--- src/rtl/alu_share_arbiter_if.sv ---
// Connection bundle for the ALU share arbiter: two requester issue ports, the
// shared registered ALU, and the two buffered response ports.
interface alu_share_arbiter_if #(
    parameter int DATA_W = 32,
    parameter int OP_W   = 6
);
    logic              req0_valid;
    logic              req0_ready;
    logic [OP_W-1:0]   req0_op;
    logic [DATA_W-1:0] req0_a;
    logic [DATA_W-1:0] req0_b;
    logic [DATA_W-1:0] req0_pc;

    logic              req1_valid;
    logic              req1_ready;
    logic [OP_W-1:0]   req1_op;
    logic [DATA_W-1:0] req1_a;
    logic [DATA_W-1:0] req1_b;
    logic [DATA_W-1:0] req1_pc;

    logic [OP_W-1:0]   alu_op;
    logic [DATA_W-1:0] alu_a;
    logic [DATA_W-1:0] alu_b;
    logic [DATA_W-1:0] alu_pc;
    logic [DATA_W-1:0] alu_result;
    logic              alu_zero;

    logic              rsp0_valid;
    logic              rsp0_ready;
    logic [DATA_W-1:0] rsp0_data;
    logic              rsp0_zero;
    logic              rsp0_err;

    logic              rsp1_valid;
    logic              rsp1_ready;
    logic [DATA_W-1:0] rsp1_data;
    logic              rsp1_zero;
    logic              rsp1_err;

    // The arbiter side: takes requests and ALU results, drives ALU and responses.
    modport slave (
        input  req0_valid, req0_op, req0_a, req0_b, req0_pc,
        input  req1_valid, req1_op, req1_a, req1_b, req1_pc,
        output req0_ready, req1_ready,
        output alu_op, alu_a, alu_b, alu_pc,
        input  alu_result, alu_zero,
        output rsp0_valid, rsp0_data, rsp0_zero, rsp0_err,
        output rsp1_valid, rsp1_data, rsp1_zero, rsp1_err,
        input  rsp0_ready, rsp1_ready
    );

    modport master (
        output req0_valid, req0_op, req0_a, req0_b, req0_pc,
        output req1_valid, req1_op, req1_a, req1_b, req1_pc,
        input  req0_ready, req1_ready,
        input  alu_op, alu_a, alu_b, alu_pc,
        output alu_result, alu_zero,
        input  rsp0_valid, rsp0_data, rsp0_zero, rsp0_err,
        input  rsp1_valid, rsp1_data, rsp1_zero, rsp1_err,
        output rsp0_ready, rsp1_ready
    );
endinterface

--- src/rtl/alu_share_arbiter.sv ---
// Shares one registered 1-cycle ALU between two requesters, each with one op in
// flight, a buffered response, and local rejection of illegal op codes.
module alu_share_arbiter #(
    parameter int DATA_W    = 32,
    parameter int OP_W      = 6,
    parameter int MAX_OP    = 19,
    parameter int FIXED_PRI = 0,
    parameter int NOP_OP    = 63
) (
    input logic            clock,
    input logic            reset,
    alu_share_arbiter_if.slave bus
);
    localparam logic [OP_W-1:0] MaxOp = OP_W'(MAX_OP);
    localparam logic [OP_W-1:0] NopOp = OP_W'(NOP_OP);

    typedef enum logic [1:0] {
        IDLE,
        ISSUED,
        RSP
    } portState_t;

    portState_t        state_q [2];
    logic [1:0]        rspValid_q;
    logic [1:0]        rspZero_q;
    logic [1:0]        rspErr_q;
    logic [DATA_W-1:0] rspData_q [2];
    logic              rrPtr_q;
    logic              rrPtr_d;

    logic [1:0]        reqValid;
    logic [1:0]        rspReady;
    logic [OP_W-1:0]   reqOp [2];
    logic [DATA_W-1:0] reqA [2];
    logic [DATA_W-1:0] reqB [2];
    logic [DATA_W-1:0] reqPc [2];
    logic [1:0]        legal;
    logic [1:0]        eligible;
    logic [1:0]        grant;
    logic              winner;
    logic              issueLegal;
    logic [OP_W-1:0]   aluOp;
    logic [DATA_W-1:0] aluA;
    logic [DATA_W-1:0] aluB;
    logic [DATA_W-1:0] aluPc;

    assign reqValid = {bus.req1_valid, bus.req0_valid};
    assign rspReady = {bus.rsp1_ready, bus.rsp0_ready};
    assign reqOp[0] = bus.req0_op;
    assign reqOp[1] = bus.req1_op;
    assign reqA[0]  = bus.req0_a;
    assign reqA[1]  = bus.req1_a;
    assign reqB[0]  = bus.req0_b;
    assign reqB[1]  = bus.req1_b;
    assign reqPc[0] = bus.req0_pc;
    assign reqPc[1] = bus.req1_pc;

    assign legal[0] = (reqOp[0] <= MaxOp);
    assign legal[1] = (reqOp[1] <= MaxOp);

    // rrPtr_q names the favoured port when both compete; ready is forced low
    // while reset is held so nothing can be accepted during an async reset.
    always_comb begin
        eligible[0] = reqValid[0] && (state_q[0] == IDLE);
        eligible[1] = reqValid[1] && (state_q[1] == IDLE);
        grant       = 2'b00;
        if (!reset) begin
            if (eligible == 2'b11) begin
                grant = ((FIXED_PRI != 0) || !rrPtr_q) ? 2'b01 : 2'b10;
            end else begin
                grant = eligible;
            end
        end
    end

    assign winner         = grant[1];
    assign issueLegal     = (|grant) && legal[winner];
    assign bus.req0_ready = grant[0];
    assign bus.req1_ready = grant[1];

    // After a handshake the pointer favours whichever port did not just win.
    assign rrPtr_d = (|grant) ? grant[0] : rrPtr_q;

    always_ff @(posedge clock or posedge reset) begin
        if (reset) begin
            rrPtr_q <= 1'b0;
        end else begin
            rrPtr_q <= rrPtr_d;
        end
    end

    always_comb begin
        aluOp = NopOp;
        aluA  = '0;
        aluB  = '0;
        aluPc = '0;
        if (issueLegal) begin
            aluOp = reqOp[winner];
            aluA  = reqA[winner];
            aluB  = reqB[winner];
            aluPc = reqPc[winner];
        end
    end

    assign bus.alu_op = aluOp;
    assign bus.alu_a  = aluA;
    assign bus.alu_b  = aluB;
    assign bus.alu_pc = aluPc;

    // Only one port can be ISSUED in a given cycle, so the shared ALU result is
    // always captured by the port that issued in the previous cycle.
    always_ff @(posedge clock or posedge reset) begin
        if (reset) begin
            for (int n = 0; n < 2; n++) begin
                state_q[n]    <= IDLE;
                rspValid_q[n] <= 1'b0;
                rspZero_q[n]  <= 1'b0;
                rspErr_q[n]   <= 1'b0;
                rspData_q[n]  <= '0;
            end
        end else begin
            for (int n = 0; n < 2; n++) begin
                case (state_q[n])
                    IDLE: begin
                        if (grant[n]) begin
                            if (legal[n]) begin
                                state_q[n] <= ISSUED;
                            end else begin
                                state_q[n]    <= RSP;
                                rspValid_q[n] <= 1'b1;
                                rspData_q[n]  <= '0;
                                rspZero_q[n]  <= 1'b0;
                                rspErr_q[n]   <= 1'b1;
                            end
                        end
                    end
                    ISSUED: begin
                        state_q[n]    <= RSP;
                        rspValid_q[n] <= 1'b1;
                        rspData_q[n]  <= bus.alu_result;
                        rspZero_q[n]  <= bus.alu_zero;
                        rspErr_q[n]   <= 1'b0;
                    end
                    RSP: begin
                        if (rspReady[n]) begin
                            state_q[n]    <= IDLE;
                            rspValid_q[n] <= 1'b0;
                        end
                    end
                    default: begin
                        state_q[n] <= IDLE;
                    end
                endcase
            end
        end
    end

    assign bus.rsp0_valid = rspValid_q[0];
    assign bus.rsp0_data  = rspData_q[0];
    assign bus.rsp0_zero  = rspZero_q[0];
    assign bus.rsp0_err   = rspErr_q[0];
    assign bus.rsp1_valid = rspValid_q[1];
    assign bus.rsp1_data  = rspData_q[1];
    assign bus.rsp1_zero  = rspZero_q[1];
    assign bus.rsp1_err   = rspErr_q[1];
endmodule

--- src/flat_wrapper.sv ---
// flat-port wrapper written by rule: the top's interface ports become plain ports
module alu_share_arbiter_flat 
#(
    parameter int DATA_W    = 32,
    parameter int OP_W      = 6,
    parameter int MAX_OP    = 19,
    parameter int FIXED_PRI = 0,
    parameter int NOP_OP    = 63
)
  (clock, reset, bus_req0_valid, bus_req0_op, bus_req0_a, bus_req0_b, bus_req0_pc, bus_req1_valid, bus_req1_op, bus_req1_a, bus_req1_b, bus_req1_pc, bus_req0_ready, bus_req1_ready, bus_alu_op, bus_alu_a, bus_alu_b, bus_alu_pc, bus_alu_result, bus_alu_zero, bus_rsp0_valid, bus_rsp0_data, bus_rsp0_zero, bus_rsp0_err, bus_rsp1_valid, bus_rsp1_data, bus_rsp1_zero, bus_rsp1_err, bus_rsp0_ready, bus_rsp1_ready);
  alu_share_arbiter_if #(.DATA_W(DATA_W), .OP_W(OP_W)) bus_i ();
  input logic clock;
  input logic reset;
  input wire logic [$bits(bus_i.req0_valid)-1:0] bus_req0_valid;
  input wire logic [$bits(bus_i.req0_op)-1:0] bus_req0_op;
  input wire logic [$bits(bus_i.req0_a)-1:0] bus_req0_a;
  input wire logic [$bits(bus_i.req0_b)-1:0] bus_req0_b;
  input wire logic [$bits(bus_i.req0_pc)-1:0] bus_req0_pc;
  input wire logic [$bits(bus_i.req1_valid)-1:0] bus_req1_valid;
  input wire logic [$bits(bus_i.req1_op)-1:0] bus_req1_op;
  input wire logic [$bits(bus_i.req1_a)-1:0] bus_req1_a;
  input wire logic [$bits(bus_i.req1_b)-1:0] bus_req1_b;
  input wire logic [$bits(bus_i.req1_pc)-1:0] bus_req1_pc;
  output wire logic [$bits(bus_i.req0_ready)-1:0] bus_req0_ready;
  output wire logic [$bits(bus_i.req1_ready)-1:0] bus_req1_ready;
  output wire logic [$bits(bus_i.alu_op)-1:0] bus_alu_op;
  output wire logic [$bits(bus_i.alu_a)-1:0] bus_alu_a;
  output wire logic [$bits(bus_i.alu_b)-1:0] bus_alu_b;
  output wire logic [$bits(bus_i.alu_pc)-1:0] bus_alu_pc;
  input wire logic [$bits(bus_i.alu_result)-1:0] bus_alu_result;
  input wire logic [$bits(bus_i.alu_zero)-1:0] bus_alu_zero;
  output wire logic [$bits(bus_i.rsp0_valid)-1:0] bus_rsp0_valid;
  output wire logic [$bits(bus_i.rsp0_data)-1:0] bus_rsp0_data;
  output wire logic [$bits(bus_i.rsp0_zero)-1:0] bus_rsp0_zero;
  output wire logic [$bits(bus_i.rsp0_err)-1:0] bus_rsp0_err;
  output wire logic [$bits(bus_i.rsp1_valid)-1:0] bus_rsp1_valid;
  output wire logic [$bits(bus_i.rsp1_data)-1:0] bus_rsp1_data;
  output wire logic [$bits(bus_i.rsp1_zero)-1:0] bus_rsp1_zero;
  output wire logic [$bits(bus_i.rsp1_err)-1:0] bus_rsp1_err;
  input wire logic [$bits(bus_i.rsp0_ready)-1:0] bus_rsp0_ready;
  input wire logic [$bits(bus_i.rsp1_ready)-1:0] bus_rsp1_ready;
  assign bus_i.req0_valid = bus_req0_valid;
  assign bus_i.req0_op = bus_req0_op;
  assign bus_i.req0_a = bus_req0_a;
  assign bus_i.req0_b = bus_req0_b;
  assign bus_i.req0_pc = bus_req0_pc;
  assign bus_i.req1_valid = bus_req1_valid;
  assign bus_i.req1_op = bus_req1_op;
  assign bus_i.req1_a = bus_req1_a;
  assign bus_i.req1_b = bus_req1_b;
  assign bus_i.req1_pc = bus_req1_pc;
  assign bus_req0_ready = bus_i.req0_ready;
  assign bus_req1_ready = bus_i.req1_ready;
  assign bus_alu_op = bus_i.alu_op;
  assign bus_alu_a = bus_i.alu_a;
  assign bus_alu_b = bus_i.alu_b;
  assign bus_alu_pc = bus_i.alu_pc;
  assign bus_i.alu_result = bus_alu_result;
  assign bus_i.alu_zero = bus_alu_zero;
  assign bus_rsp0_valid = bus_i.rsp0_valid;
  assign bus_rsp0_data = bus_i.rsp0_data;
  assign bus_rsp0_zero = bus_i.rsp0_zero;
  assign bus_rsp0_err = bus_i.rsp0_err;
  assign bus_rsp1_valid = bus_i.rsp1_valid;
  assign bus_rsp1_data = bus_i.rsp1_data;
  assign bus_rsp1_zero = bus_i.rsp1_zero;
  assign bus_rsp1_err = bus_i.rsp1_err;
  assign bus_i.rsp0_ready = bus_rsp0_ready;
  assign bus_i.rsp1_ready = bus_rsp1_ready;
  alu_share_arbiter #(.DATA_W(DATA_W), .OP_W(OP_W), .MAX_OP(MAX_OP), .FIXED_PRI(FIXED_PRI), .NOP_OP(NOP_OP)) u_core (.clock(clock), .reset(reset), .bus(bus_i));
endmodule
--- config.mk ---
export PLATFORM = sky130hd
export DESIGN_NAME = alu_share_arbiter_flat
export DESIGN_NICKNAME = d
export VERILOG_FILES = /design/src/rtl/alu_share_arbiter_if.sv /design/src/rtl/alu_share_arbiter.sv /design/src/flat_wrapper.sv
export SDC_FILE = /design/constraint.sdc
export NUM_CORES = 1
export LEC_CHECK = 0
export CAP_MARGIN = 20
export CELL_PAD_IN_SITES_DETAIL_PLACEMENT = 1
export CELL_PAD_IN_SITES_GLOBAL_PLACEMENT = 1
export CORE_AREA = 2 2 164 166
export CTS_CLUSTER_DIAMETER = 30
export DETAILED_ROUTE_END_ITERATION = 8
export DIE_AREA = 0 0 166 168
export PLACE_DENSITY = 0.66
export SYNTH_ARGS = -nofsm -noshare
export SYNTH_HDL_FRONTEND = slang
export SYNTH_SLANG_ARGS = --single-unit
--- constraint.sdc ---
create_clock -name clock -period 3 [get_ports clock]
set_clock_uncertainty 0.05 [all_clocks]
set_input_delay 0.3 -clock clock [delete_from_list [all_inputs] [get_ports clock]]
set_output_delay 0.3 -clock clock [all_outputs]
set_load 0.02 [all_outputs]
## Word-level counts from Yosys, hierarchy flattened

Index checks and enable logic that the tools add are counted.

- $lt $le $gt $ge: 4
- Eq/ne operators: 11
- Mux-type cells: 51
- Bitwise operators: 1
- Reduce and logical (&&, ||, !) cells: 16

Operators with widths:

| operator | number |
|---|---|
| 32-bit 2-to-1 mux | 16 |
| 32-bit case mux with 2 select lines | 2 |
| 6-bit 2-to-1 mux | 4 |
| 2-bit 2-to-1 mux | 9 |
| 6-bit by 5-bit <= comparator with 1-bit output, second input constant | 2 |
| 1-bit 2-to-1 mux | 12 |
| 2-bit case mux with 3 select lines | 2 |
| 2-bit inequality test, second input constant | 4 |
| 1-bit case mux with 2 select lines | 4 |
| 4-bit AND reduction | 2 |
| 2-bit == test, second input constant | 3 |
| 1-bit case mux with 3 select lines | 2 |
| 3-bit AND reduction | 2 |
| 3-bit nonzero test | 2 |
| 2-bit by 1-bit == test with 1-bit output, second input constant | 2 |
| 2-bit zero test | 2 |
| 2-bit by 1-bit inequality test with 1-bit output, second input constant | 2 |
| 2-bit AND reduction | 2 |
| 2-bit nonzero test | 2 |
| 1-bit logical AND | 3 |
| 2-bit >= comparator, second input constant | 1 |
| 1-bit by 2-bit less-than comparator with 1-bit output, second input constant | 1 |
| 1-bit inverter with 2-bit output | 1 |
| 2-bit OR reduction | 1 |

- Flip-flop bits (word level): 75
- Bits of input ports: 243
- Output and inout bits: 174
- Word-level logic and storage cells: 94

## Logic depth before layout (Yosys ltp)

- Depth in word-level cells: 10
- Mapped depth: 7
- Gate-level depth less buffers: 4

## Worst setup path before layout

OpenSTA, ideal clock, no wires.

- Kind: flip-flop to output port
- Start: reg u_core.state_q[1] (netlist bit)
- End: out bus_alu_pc[10]
- Arrival time: 2.120 ns
- Data required time: 2.650 ns
- Slack: 0.530 ns
- Cell stages (with the launch flop): 8
- Path buffers: 3
- Cell sequence: dfrtp_1 -> or4b_4 -> or4_1 -> buf_2 -> clkinv_4 -> buf_12 -> buf_8 -> a22o_1

- Word-level cells in the longest chain between the ends: 10
- Elaborated cells on any way between the ends: 14
- Those cells by class: eq/ne (1); mux (8); bitwise (1); reduce/logical (4)

RTL lines:

| what | RTL line | text |
|---|---|---|
| start, declared | alu_share_arbiter.sv:23 | `portState_t state_q [2];` |
| start signal, assigned by index | alu_share_arbiter.sv:115 | `state_q[n] <= IDLE;` |
| start signal, assigned by index | alu_share_arbiter.sv:127 | `state_q[n] <= ISSUED;` |
| start signal, assigned by index | alu_share_arbiter.sv:129 | `state_q[n] <= RSP;` |
| 2-bit zero test * | alu_share_arbiter.sv:65 | `eligible[1] = reqValid[1] && (state_q[1] == IDLE);` |
| 1-bit logical AND * | alu_share_arbiter.sv:65 |  |
| 2-bit == test | alu_share_arbiter.sv:68 | `if (eligible == 2'b11) begin` |
| 2-bit 2-to-1 mux * | alu_share_arbiter.sv:68 |  |
| 2-bit 2-to-1 mux * | alu_share_arbiter.sv:67 | `if (!reset) begin` |
| 1-bit inverter with 2-bit output (implied by the code) | alu_share_arbiter.sv:101 | `aluPc = reqPc[winner];` |
| 32-bit 2-to-1 mux (implied by the code) (3 in a row) | alu_share_arbiter.sv:101 |  |
| 32-bit 2-to-1 mux * | alu_share_arbiter.sv:97 | `if (issueLegal) begin` |
| end, declared | flat_wrapper.sv:29 | `output wire logic [$bits(bus_i.alu_pc)-1:0] bus_alu_pc;` |

Mark *: on every way between the ends. The rest lies on a longest branch, timed or not. The select of a mux whose other input is x is not followed.

## Worst setup path after layout

- Start: in bus_req1_valid
- End: out bus_alu_pc[11]

- Word-level cells in the longest chain between the ends: 9
- Elaborated cells on any way between the ends: 13
- Those cells by class: eq/ne (1); mux (8); bitwise (1); reduce/logical (3)

RTL lines:

| what | RTL line | text |
|---|---|---|
| start, declared | flat_wrapper.sv:19 | `input wire logic [$bits(bus_i.req1_valid)-1:0] bus_req1_valid;` |
| 1-bit logical AND * | alu_share_arbiter.sv:65 |  |
| 2-bit == test | alu_share_arbiter.sv:68 |  |
| 2-bit 2-to-1 mux * | alu_share_arbiter.sv:68 |  |
| 2-bit 2-to-1 mux * | alu_share_arbiter.sv:67 |  |
| 1-bit inverter with 2-bit output (implied by the code) | alu_share_arbiter.sv:101 |  |
| 32-bit 2-to-1 mux (implied by the code) (3 in a row) | alu_share_arbiter.sv:101 |  |
| 32-bit 2-to-1 mux * | alu_share_arbiter.sv:97 |  |

Marks and branches as above.

==> results_dict.tcl <==
set metrics [dict create \
    status "complete, no violations" \
    grt_max_degree 45 \
    drtIter0Drc 269 \
    worstPathMaxFanout 22 \
    die_x_um 166 \
    synth.ff_latch_count 75 \
    synth_cell_types 34 \
    fmax_mhz 339 \
    drive_gt1_share_pct 12.9 \
    rsz0062_at_grt "false" \
    criticalPathCategory "primary input to output port" \
    end_kind "output port" \
    start_kind "primary input" \
    routed_wl_mm 26.7 \
    clock_sinks 75 \
    start_util_pct 16.4 \
    core-area_mm2 0.0264 \
    die_area_mm2 0.0279 \
    cts.clk_slew.worst_paths_ns 0.06 \
    ir_drop_v 0.000403 \
    cts_tree "built" \
    ys_seq_area_share_pct 43.6 \
    drc 0 \
    finalCritPeriodShare_pct 98.3 \
    num_rows 60 \
    routedWlPerCell_um 21.8 \
    cp.required_ns 2.65 \
    syn_area_mm2 0.00431 \
    grt.overflow.total 0 \
    clockRootBuffer "clkbuf_16" \
    htree_levels 3 \
    synth_cells 462 \
    gp_congestion 0.766 \
    drv_slew 0 \
    portBuffers 416 \
    firstDrtPassIters 4 \
    hold_path_class "flop to flop" \
    cellLeakagePower_nw 3.76 \
    setup_tns_ns 0 \
    setup_viol 0 \
    fin_crit_ns 2.95 \
    grt_usage_pct 18.2 \
    cts_buffer_depth 2 \
    clock_latency_ns 0.34 \
    stdcell_count 1225 \
    antenna_found_initial 9 \
    synth-warning-count 0 \
    relSlewSlack_pct 54.0 \
    grt_pass1_vias 5677 \
    cts_made_buffers 9 \
    syn-num-nets 705 \
    post-cts-setup-buffers 0 \
    synth_area_per_cell_um2 9.33 \
    vias 5513 \
    place_hpwl_mm 21.3 \
    via_per_inst 4.50 \
    worstMarginPinSlew_ns 0.689 \
    crit_arrival_ns 2.60 \
    grt_pass1_wl_mm 38.1 \
    drtAntennaViolNets 0 \
    fillCellCount 3025 \
    hold_viol 0 \
    post-place-cells 1203 \
    pwr_density_cell_mw_per_mm2 650 \
    area_growth_pct 110 \
    cap_violations 0 \
    nNetsFinal 1116 \
    die_y_um 168 \
    io_pins 417 \
    holdWs_ns 0.443 \
]
worst paths after layout:
path                                                startpoint                              endpoint  slack, ns  depth (start not counted)
worst max register to register   u_core.state_q[1]$_DFFE_PP0P_  u_core.bus.rsp1_data[18]$_DFFE_PP0P_       0.97                          5
worst min-delay path            u_core.rspErr_q[1]$_DFFE_PP0P_        u_core.rspErr_q[1]$_DFFE_PP0P_       0.44                          1
min in group asynchronous                                reset            u_core.rrPtr_q$_DFFE_PP0P_       0.47                          3
worst min register to register  u_core.rspErr_q[1]$_DFFE_PP0P_        u_core.rspErr_q[1]$_DFFE_PP0P_       0.44                          1
max in group asynchronous                                reset  u_core.bus.rsp1_data[11]$_DFFE_PP0P_       1.77                          4
worst max-delay path                            bus_req1_valid                        bus_alu_pc[11]       0.05                          7
area by class of cell:
type                       count  area (µm²)  area share (%)
timing repair buffer         447        4210            46.5
clock buffer                  10         239            2.64
antenna                        6        15.0           0.166
multi-input combinational    334        2200            24.3
sequential                    75        1880            20.7
clock inverter                 6        63.8           0.704
tap                          341         427            4.70
inverter                       6        31.3           0.345
worst max-delay path, stage by stage:
cell and delay, ns:
clkdlybuf4s50_1 0.50, or4b_4 0.47, or4_4 0.54, inv_8 0.13, buf_12 0.17, a22o_1 0.18, clkdlybuf4s15_2 0.28
routing by layer:
layer | global-route usage (%) | vias up | wire [µm] | part of all wire, %
met5 | 0 | - | 0 | 0
met4 | 5.41 | 0 | 304 | 1.1
met3 | 5.08 | 20 | 1650 | 6.2
met2 | 30.9 | 216 | 13500 | 51
met1 | 22.6 | 2731 | 11200 | 42
li1 | - | 2546 | - | -
state kept, by name (all words and copies together) (netlist names):
name	flops
u_core.rspZero_q	2
u_core.bus.rsp0_data	32
u_core.state_q	4
u_core.bus.rsp1_data	32
u_core.rspValid_q	2
u_core.rspErr_q	2
u_core.rrPtr_q	1
placed cells by master, fill, tap and decap left out, types with 2 or more instances in the layout:
master | netlist | final
a211oi_4 | 0 | 2
a22o_1 | 96 | 95
a22oi_1 | 33 | 33
buf_12 | 1 | 8
buf_4 | 7 | 28
clkbuf_16 | 0 | 9
clkbuf_2 | 0 | 47
clkdlybuf4s15_1 | 0 | 21
clkdlybuf4s15_2 | 0 | 2
clkdlybuf4s50_1 | 0 | 314
clkinv_2 | 0 | 3
clkinvlp_4 | 0 | 2
dfrtp_1 | 75 | 75
diode_2 | 0 | 6
dlygate4sd2_1 | 0 | 26
inv_1 | 4 | 3
nand2_1 | 66 | 66
nand2b_1 | 36 | 36
nor2_1 | 4 | 4
nor2b_2 | 0 | 2
nor4b_1 | 2 | 2
o21a_1 | 3 | 3
o21ai_0 | 71 | 71
o22a_1 | 5 | 5
power by group:
part           leakage [nW]  switching (mW)  internal [mW]
Clock                 0.145           0.451          0.667
Combinational          2.68            1.50           1.48
Sequential            0.930           0.322           1.47
cell families after synthesis:
logic type,count (synthesis),synth area share [%]
compound gates,215,36.2
simple gates,119,13.9
flops,75,43.6
buf+inv,53,6.33
repair_timing:
item	in CTS	in global routing
pin swaps	0	0
endpoints found under the setup margin	97	71
hold buffers	0	0
gates resized for setup	111	111
per-stage QoR:
stage / power [mW] / instance area (µm²) / setup WS, ns / utilization (%)
after floorplan: 3.10 / 4310 / 0.530 / -
after global placement: 4.81 / 9010 / -0.369 / 34.2
after detailed placement: 4.88 / 9010 / -0.397 / 34.2
after CTS: 5.98 / 9210 / 0.00264 / 34.9
after global routing: 6.23 / 9070 / 0.00434 / 34.4
final: 5.89 / 9070 / 0.0524 / 34.4
synth_stat cells:
library cell | count | area share (%)
a21o_1 | 1 | 0.17
nand4bb_1 | 1 | 0.26
o22a_1 | 5 | 1.0
clkbuf_1 | 34 | 3.0
a22oi_1 | 33 | 5.7
nand2_1 | 66 | 5.7
buf_2 | 3 | 0.35
buf_4 | 7 | 1.2
or4b_4 | 1 | 0.32
nand3b_1 | 1 | 0.17
a21boi_0 | 1 | 0.17
inv_1 | 4 | 0.35
a211oi_1 | 2 | 0.35
inv_2 | 1 | 0.087
nor4bb_1 | 1 | 0.23
or4_1 | 1 | 0.17
nand4_1 | 1 | 0.15
o21ai_0 | 71 | 8.2
or3_1 | 1 | 0.15
nor2_1 | 4 | 0.35
nor3b_1 | 1 | 0.17
clkinv_4 | 1 | 0.20
o211ai_1 | 1 | 0.17
dfrtp_1 | 75 | 44
o31a_1 | 1 | 0.20
nand2b_1 | 36 | 5.2
a22o_1 | 96 | 20
nor2b_1 | 2 | 0.29
buf_8 | 2 | 0.70
a21oi_1 | 1 | 0.12
buf_12 | 1 | 0.46
o21a_1 | 3 | 0.52
nor4b_1 | 2 | 0.41
or4b_2 | 1 | 0.23
(Power assumes the default switching activity.)
